==> config.mk <==
export PLATFORM = sky130hd
export DESIGN_NAME = fwd_scoreboard
export DESIGN_NICKNAME = d
export VERILOG_FILES = /design/src/rtl/fwd_scoreboard.sv
export SDC_FILE = /design/constraint.sdc
export NUM_CORES = 1
export LEC_CHECK = 0
export BUFFER_PORTS_ARGS = -buffer_cell sky130_fd_sc_hd__buf_2
export CAP_MARGIN = 30
export CORE_UTILIZATION = 55
export DETAILED_ROUTE_END_ITERATION = 10
export GPL_ROUTABILITY_DRIVEN = 0
export PLACE_DENSITY_LB_ADDON = 0.08
export SLEW_MARGIN = 10
export SYNTH_ARGS = -nofsm -noshare
export SYNTH_HDL_FRONTEND = slang
export SYNTH_SLANG_ARGS = --single-unit
==> constraint.sdc <==
create_clock -name clk_in -period 5 [get_ports clk_in]
set_input_delay 0.5 -clock clk_in [delete_from_list [all_inputs] [get_ports clk_in]]
set_output_delay 0.5 -clock clk_in [all_outputs]
set_load 0.02 [all_outputs]
==> src/rtl/fwd_scoreboard.sv <==
// fwd_scoreboard: tag-tracking forwarding unit for the ID stage.
// Keeps the last FWD_DEPTH issued instructions in a shift pipeline of slots,
// each with a result-ready countdown, and derives per-source forward selects
// plus a load-use/latency stall for the instruction sitting in ID.
//
// Ports:
//   clk_in, rst_n_in        clock (rising edge), async active-low reset
//   rs1_in/rs2_in           ID source register indices
//   rs1_used_in/rs2_used_in ID instruction actually reads the source
//   issue_valid_in          ID holds a valid instruction requesting issue
//   issue_rd_in/_write_in   destination of the issuing instruction
//   issue_lat_in            slot index where its result first appears
//   flush_in                squash ID and slot 0 (redirect)
//   stall_out               hold PC and IF/ID, insert bubble
//   issue_fire_out          instruction leaves ID this cycle
//   fwd1_sel_out/fwd2_sel_out  operand source (0 = regfile, k+1 = slot k)
//
// Optional feature: define FWD_SCOREBOARD_PERF_EN to add the 32-bit
// perf_stall_cnt_out and perf_fwd_cnt_out counters.
module fwd_scoreboard #(
  parameter int unsigned FWD_DEPTH  = 3,
  parameter int unsigned REG_ADDR_W = 5,
  parameter int unsigned SEL_W      = 2,
  parameter int unsigned LAT_W      = 2
) (
  input  logic                  clk_in,
  input  logic                  rst_n_in,
  input  logic [REG_ADDR_W-1:0] rs1_in,
  input  logic [REG_ADDR_W-1:0] rs2_in,
  input  logic                  rs1_used_in,
  input  logic                  rs2_used_in,
  input  logic                  issue_valid_in,
  input  logic [REG_ADDR_W-1:0] issue_rd_in,
  input  logic                  issue_rd_write_in,
  input  logic [LAT_W-1:0]      issue_lat_in,
  input  logic                  flush_in,
`ifdef FWD_SCOREBOARD_PERF_EN
  output logic [31:0]           perf_stall_cnt_out,
  output logic [31:0]           perf_fwd_cnt_out,
`endif
  output logic                  stall_out,
  output logic                  issue_fire_out,
  output logic [SEL_W-1:0]      fwd1_sel_out,
  output logic [SEL_W-1:0]      fwd2_sel_out
);

  // Slot state: slot k holds the instruction issued k+1 cycles ago.
  logic [FWD_DEPTH-1:0]                 vld_q, vld_d;
  logic [FWD_DEPTH-1:0][REG_ADDR_W-1:0] rd_q, rd_d;
  logic [FWD_DEPTH-1:0][LAT_W-1:0]      cnt_q, cnt_d;

  logic [SEL_W:0]   src1_c, src2_c;
  logic [LAT_W-1:0] lat_clamped;

  // Youngest matching valid slot wins; {hazard, sel} result.
  function automatic logic [SEL_W:0] src_lookup(
    input logic [REG_ADDR_W-1:0]                 rs,
    input logic                                  used,
    input logic [FWD_DEPTH-1:0]                  vld,
    input logic [FWD_DEPTH-1:0][REG_ADDR_W-1:0]  rd,
    input logic [FWD_DEPTH-1:0][LAT_W-1:0]       cnt
  );
    logic             hit;
    logic             haz;
    logic [SEL_W-1:0] sel;
    hit = 1'b0;
    haz = 1'b0;
    sel = '0;
    if (used && (rs != '0)) begin
      for (int k = 0; k < int'(FWD_DEPTH); k++) begin
        if (!hit && vld[k] && (rd[k] == rs)) begin
          hit = 1'b1;
          if (cnt[k] != '0) begin
            haz = 1'b1;
          end else begin
            sel = SEL_W'(k + 1);
          end
        end
      end
    end
    return {haz, sel};
  endfunction

  // Source lookup, stall and issue decision.
  always_comb begin
    src1_c         = src_lookup(rs1_in, rs1_used_in, vld_q, rd_q, cnt_q);
    src2_c         = src_lookup(rs2_in, rs2_used_in, vld_q, rd_q, cnt_q);
    fwd1_sel_out   = src1_c[SEL_W-1:0];
    fwd2_sel_out   = src2_c[SEL_W-1:0];
    stall_out      = issue_valid_in & (src1_c[SEL_W] | src2_c[SEL_W]) & ~flush_in;
    issue_fire_out = issue_valid_in & ~stall_out & ~flush_in;
  end

  // Latencies beyond the last slot are pinned to the last slot.
  always_comb begin
    lat_clamped = issue_lat_in;
    if (32'(issue_lat_in) >= FWD_DEPTH) begin
      lat_clamped = LAT_W'(FWD_DEPTH - 1);
    end
  end

  // Shift all slots, count down, load slot 0 with the issue or a bubble.
  always_comb begin
    vld_d    = '0;
    rd_d     = '0;
    cnt_d    = '0;
    vld_d[0] = issue_fire_out & issue_rd_write_in & (issue_rd_in != '0);
    rd_d[0]  = issue_rd_in;
    cnt_d[0] = lat_clamped;
    for (int k = 1; k < int'(FWD_DEPTH); k++) begin
      vld_d[k] = vld_q[k-1];
      rd_d[k]  = rd_q[k-1];
      cnt_d[k] = (cnt_q[k-1] != '0) ? (cnt_q[k-1] - LAT_W'(1)) : '0;
    end
    // A flush drops the wrong-path instruction currently in EX.
    vld_d[1] = vld_q[0] & ~flush_in;
  end

  // Slot state register.
  always_ff @(posedge clk_in or negedge rst_n_in) begin
    if (!rst_n_in) begin
      vld_q <= '0;
      rd_q  <= '0;
      cnt_q <= '0;
    end else begin
      vld_q <= vld_d;
      rd_q  <= rd_d;
      cnt_q <= cnt_d;
    end
  end

`ifdef FWD_SCOREBOARD_PERF_EN
  logic [31:0] stall_cnt_q, stall_cnt_d;
  logic [31:0] fwd_cnt_q, fwd_cnt_d;

  // Wrap-around event counters.
  always_comb begin
    stall_cnt_d = stall_cnt_q + 32'(stall_out);
    fwd_cnt_d   = fwd_cnt_q
                + 32'(issue_fire_out & ((fwd1_sel_out != '0) | (fwd2_sel_out != '0)));
  end

  always_ff @(posedge clk_in or negedge rst_n_in) begin
    if (!rst_n_in) begin
      stall_cnt_q <= '0;
      fwd_cnt_q   <= '0;
    end else begin
      stall_cnt_q <= stall_cnt_d;
      fwd_cnt_q   <= fwd_cnt_d;
    end
  end

  assign perf_stall_cnt_out = stall_cnt_q;
  assign perf_fwd_cnt_out   = fwd_cnt_q;
`endif

endmodule

# == Word level (Yosys, flattened, before mapping) ==
# Cells that the tools add are included.
# classes
add_sub_neg,2
order_cmp,1
eq_ne,6
mux,37
n_bitwise,10
n_reduce_logical,22
# ops
cell,n
5-bit equality test,6
2-bit 2-to-1 mux,13
1-bit 2-to-1 mux,24
5-bit nonzero test,3
1-bit logical AND,12
1-bit AND,7
2-bit nonzero test,3
1-bit zero test,4
"2-bit by 1-bit subtractor with 2-bit output, second input constant",2
"2-bit >= comparator, second input constant",1
1-bit inverter,2
1-bit OR,1
# totals
register_bits,24
in_bits,24
word_cells,85

# == Longest topological paths before layout ==
# logic_depth
ltp_word,22
depth_mapped,6
mapped_depth_nobuf,6

# == Worst setup path after synthesis ==
# OpenSTA, ideal clock, no wires.
# synth_timing
path_type,input -> output
startpoint,input port rs1_in[3]
endpoint,output port issue_fire_out
arrival_ps,1876
t_required_ps,4500
setup_slack_ps,2624
path_stages,6
path_buffers,0
cell_sequence,xnor2_1 > nand3_1 > o311a_1 > a221o_1 > a32oi_1 > and3b_2
# synth_via
elab_chain_len,20
word_cells_on_any_way,28
# synth_rtl
item,line_no,text
"start, declared",28,"input logic [REG_ADDR_W-1:0] rs1_in,"
5-bit equality test,71,if (!hit && vld[k] && (rd[k] == rs)) begin
1-bit logical AND,71,
1-bit 2-to-1 mux,71,
1-bit 2-to-1 mux,69,if (used && (rs != '0)) begin
1-bit zero test,71,
1-bit logical AND (2 in series),71,
1-bit 2-to-1 mux,71,
1-bit 2-to-1 mux,69,
1-bit zero test,71,
1-bit logical AND (2 in series),71,
1-bit 2-to-1 mux,71,
1-bit 2-to-1 mux *,69,
1-bit OR *,90,stall_out = issue_valid_in & (src1_c[SEL_W] | src2_c[SEL_W]) & ~flush_in;
1-bit AND * (2 in series),90,
1-bit inverter *,91,issue_fire_out = issue_valid_in & ~stall_out & ~flush_in;
1-bit AND * (2 in series),91,
"end, declared",42,"output logic issue_fire_out,"
# Every way passes the cells marked *; elsewhere a longest branch is shown, timed or not. The select of a mux whose other input is x is not followed.

# == Worst setup path after layout ==
# layout_timing
startpoint,"register rd_q, in the netlist rd_d[13]"
endpoint,output port issue_fire_out
# layout_via
elab_chain_len,15
word_cells_on_any_way,28
# layout_rtl
item,line_no,text
"start, declared",49,"logic [FWD_DEPTH-1:0][REG_ADDR_W-1:0] rd_q, rd_d;"
"start signal, assigned",127,rd_q <= rd_d;
5-bit equality test,71,
1-bit logical AND,71,
1-bit 2-to-1 mux,71,
1-bit 2-to-1 mux,69,
1-bit zero test,71,
1-bit logical AND (2 in series),71,
1-bit 2-to-1 mux,71,
1-bit 2-to-1 mux,69,
1-bit OR *,90,
1-bit AND * (2 in series),90,
1-bit inverter *,91,
1-bit AND * (2 in series),91,
# Marked as above.

==> results.yml <==
status:
  status: "finished, final reports clean"
detailed_routing:
  drtIter0Drc: 11
  vias: 937
  drtPass1Iterations: 4
  wl_um: 2350
  drc: 0
  wl_per_cell_um: 14.1
  vias_per_cell: 5.61
  ant_nets: 0
place:
  io_buffers: 29
  dp_hpwl_um: 1890
  place_area_um2: 1370
  dp_slack_ns: 2.27
logic_synthesis:
  synthArstFlopShare: 1.00
  synth_fa_ha_area_frac: 0
  ys_seq_area_frac: 0.504
  netlist_top_cells_area: "dfrtp_1 (50%), xnor2_1 (12%), xor2_1 (10%), nor2_1 (2.2%), nor2b_1 (2.1%)"
  netlist.area_leader.share: 0.504
  ys_seq_elements: 24
  synth_compound_area_frac: 0.0935
  syn_inst: 109
  yosys.area_share.simple: 0.175
  synth_cell_type_count: 24
  synthXorXnorAreaFrac: 0.221
  synth_most_common_cell: "dfrtp_1"
  ys.flop_type: "dfrtp_1"
  synth_nets: 133
  synth_area_um2: 1190
  synth_top_family_by_area: "XOR/XNOR gates"
  syn_avg_cell_area_um2: 10.9
  post_synth_mux_area_share: 0
  synth_warnings: 0
  synth_common_cells: "dfrtp_1 (24), xnor2_1 (16), xor2_1 (14), nor2_1 (7), nand2_1 (6)"
  yosysTopAreaCell: "dfrtp_1"
  synth-edff-count: 0
sta:
  finalCritPeriodShare: 0.571
  finalSetupTns_ns: 0
  tightest_slew_ns: 0.506
  setup_viol: 0
  rsz0062_at_grt: "false"
  hold_viol_final: 0
  finalClockSkew_ns: 0.00246
  fin_crit_ns: 2.85
  max_slew_margin: 0.663
  max_freq_mhz: 350
  report.final.slew_viol_count: 0
  finalWorstSetupSlack_ns: 2.15
floorplanning:
  die_w_um: 48.5
  initial_utilization: 0.595
  fp-row-count: 16
  io_pins: 30
  core-area_um2: 2000
  die_area_um2: 2360
  fp.dieH_um: 48.5
final_layout:
  fillCellCount: 165
  design_area_um2: 1390
  n_antenna_cell: 0
  multiInputGateArea_um2: 583
  final_nets: 166
  seqCellArea_um2: 601
  areaGrowthSynthToFinish_pct: 16.6
  drive_gt1_frac: 0.243
clocking:
  cts_sinks: 24
  clkLatencyLatePin_ns: 0.30
  cts_hold_buffers: 0
  cts_tree: "built"
  cts_inserted_buffers: 3
  post-cts-setup-buffers: 0
  ctsResizeCount: 0
  clkTransAtPathRegs_ns: 0.11
  cts_buffer_depth: 2
  cts_root_buf: "clkbuf_4"
  h-tree-depth: 1
global_route:
  grt_pass1_vias: 938
  grt_antenna_before_repair: 0
  grt_start_max_net_pins: 25
  grt-ovfl-total: 0
  grt_pass1_wl_um: 4040
  grt_use_total: 0.225
setup_path:
  path_max_fanout: 3
  end_kind: "primary output"
  crit_required_ns: 4.50
  setup.worst_path.class: "register to primary output"
  arrival_ns: 2.35
  crit_path_start_kind: "register"
power:
  p_seq_frac: 0.618
  power_leakage_nw: 0.612
  p_per_area_nw_per_um2: 247
  sw_frac_of_total: 0.253
  power_frac_comb: 0.154
  switchingPower_uw: 86.7
  clkPwrFrac: 0.229
  vdd_ir_drop_max_uv: 210
  internal-power_uw: 256
job:
  max-cap-violations: 0
worst_hold_path:
  hold_class: "input port to async pin"
cell type report:
| cell class | instances | share of cell area |
|---|---|---|
| Inverter | 1 | 0.00270 |
| Clock buffer | 3 | 0.0162 |
| Sequential cell | 24 | 0.432 |
| Tap cell | 27 | 0.0243 |
| Multi-Input combinational cell | 83 | 0.420 |
| Timing Repair Buffer | 29 | 0.105 |
sequential cells by signal, indices dropped and copies added (netlist names):
| signal | count |
|---|---|
| cnt_q | 6 |
| rd_q | 5 |
| vld_q | 3 |
| rd_d | 10 |
cell families after synthesis:
kind of cell,after synthesis
AND/OR/NAND/NOR,38
XOR/XNOR,30
flip-flops,24
AO/OA/AOI/OAI,15
buffers and inverters,2
power groups by stage:
| stage | clock (mW) | sequential, mW | combinational [mW] |
|---|---|---|---|
| final | 0.0785 | 0.212 | 0.0527 |
| after global routing | 0.0885 | 0.213 | 0.0583 |
| after CTS | 0.0807 | 0.212 | 0.0529 |
| after detailed placement | 0 | 0.216 | 0.0526 |
| after global placement | 0 | 0.215 | 0.0513 |
| after floorplan | 0 | 0.213 | 0.0291 |
placed cells by master (no fill, tap or decap):
cell	count
buf_2	29
dfrtp_1	24
xnor2_1	16
xor2_1	14
nor2_1	7
nand2_1	6
nor3_1	4
nand3_1	4
nor2b_1	4
or4_1	3
o21a_1	3
o21ai_0	3
and2_1	3
clkbuf_4	3
nand4_1	2
nor3b_1	2
o311a_1	2
a221o_1	2
a21oi_1	2
a211oi_1	2
inv_1	1
a32oi_1	1
and3b_2	1
and4b_1	1
or2_2	1
stage by stage:
| step | instances | utilization | hold WS, ns | total power, mW |
|---|---|---|---|---|
| after floorplan | 109 | - | 0.204 | 0.243 |
| after global placement | 164 | 0.683 | 0.419 | 0.266 |
| after detailed placement | 164 | 0.683 | 0.423 | 0.268 |
| after CTS | 167 | 0.694 | 0.172 | 0.345 |
| after global routing | 167 | 0.694 | 0.176 | 0.360 |
| final | 167 | 0.694 | 0.145 | 0.343 |
layer usage:
metal  vias up  share of wire  track usage
met3         4          0.056       0.0346
met4         0         0.0077       0.0588
met2        39           0.48        0.383
met1       448           0.45        0.302
li1        446              -            -
met5         -              0            0
critical path, cell delays in order (launching register included):
cell and delay, ns:
dfrtp_1 0.44, xnor2_1 0.18, nand3_1 0.12, o311a_1 0.37, a221o_1 0.33, a32oi_1 0.24
and3b_2 0.21, buf_2 0.16
path summary, 6_finish.rpt:
kind                                    start                  to  slack, ns  depth (start not counted)
max                        rd_d[13]$_DFF_PN0_      issue_fire_out       2.15                          7
min                                  rst_n_in  rd_q[13]$_DFF_PN0_       0.14                          1
max reg2reg                rd_d[13]$_DFF_PN0_  vld_q[0]$_DFF_PN0_       3.03                          6
min reg2reg                cnt_q[0]$_DFF_PN0_  cnt_q[2]$_DFF_PN0_       0.45                          1
max in group asynchronous            rst_n_in  rd_q[10]$_DFF_PN0_       4.51                          1
min in group clk_in            issue_rd_in[3]   rd_d[8]$_DFF_PN0_       0.30                          1
No activity file was read; power rests on OpenSTA's default activity.
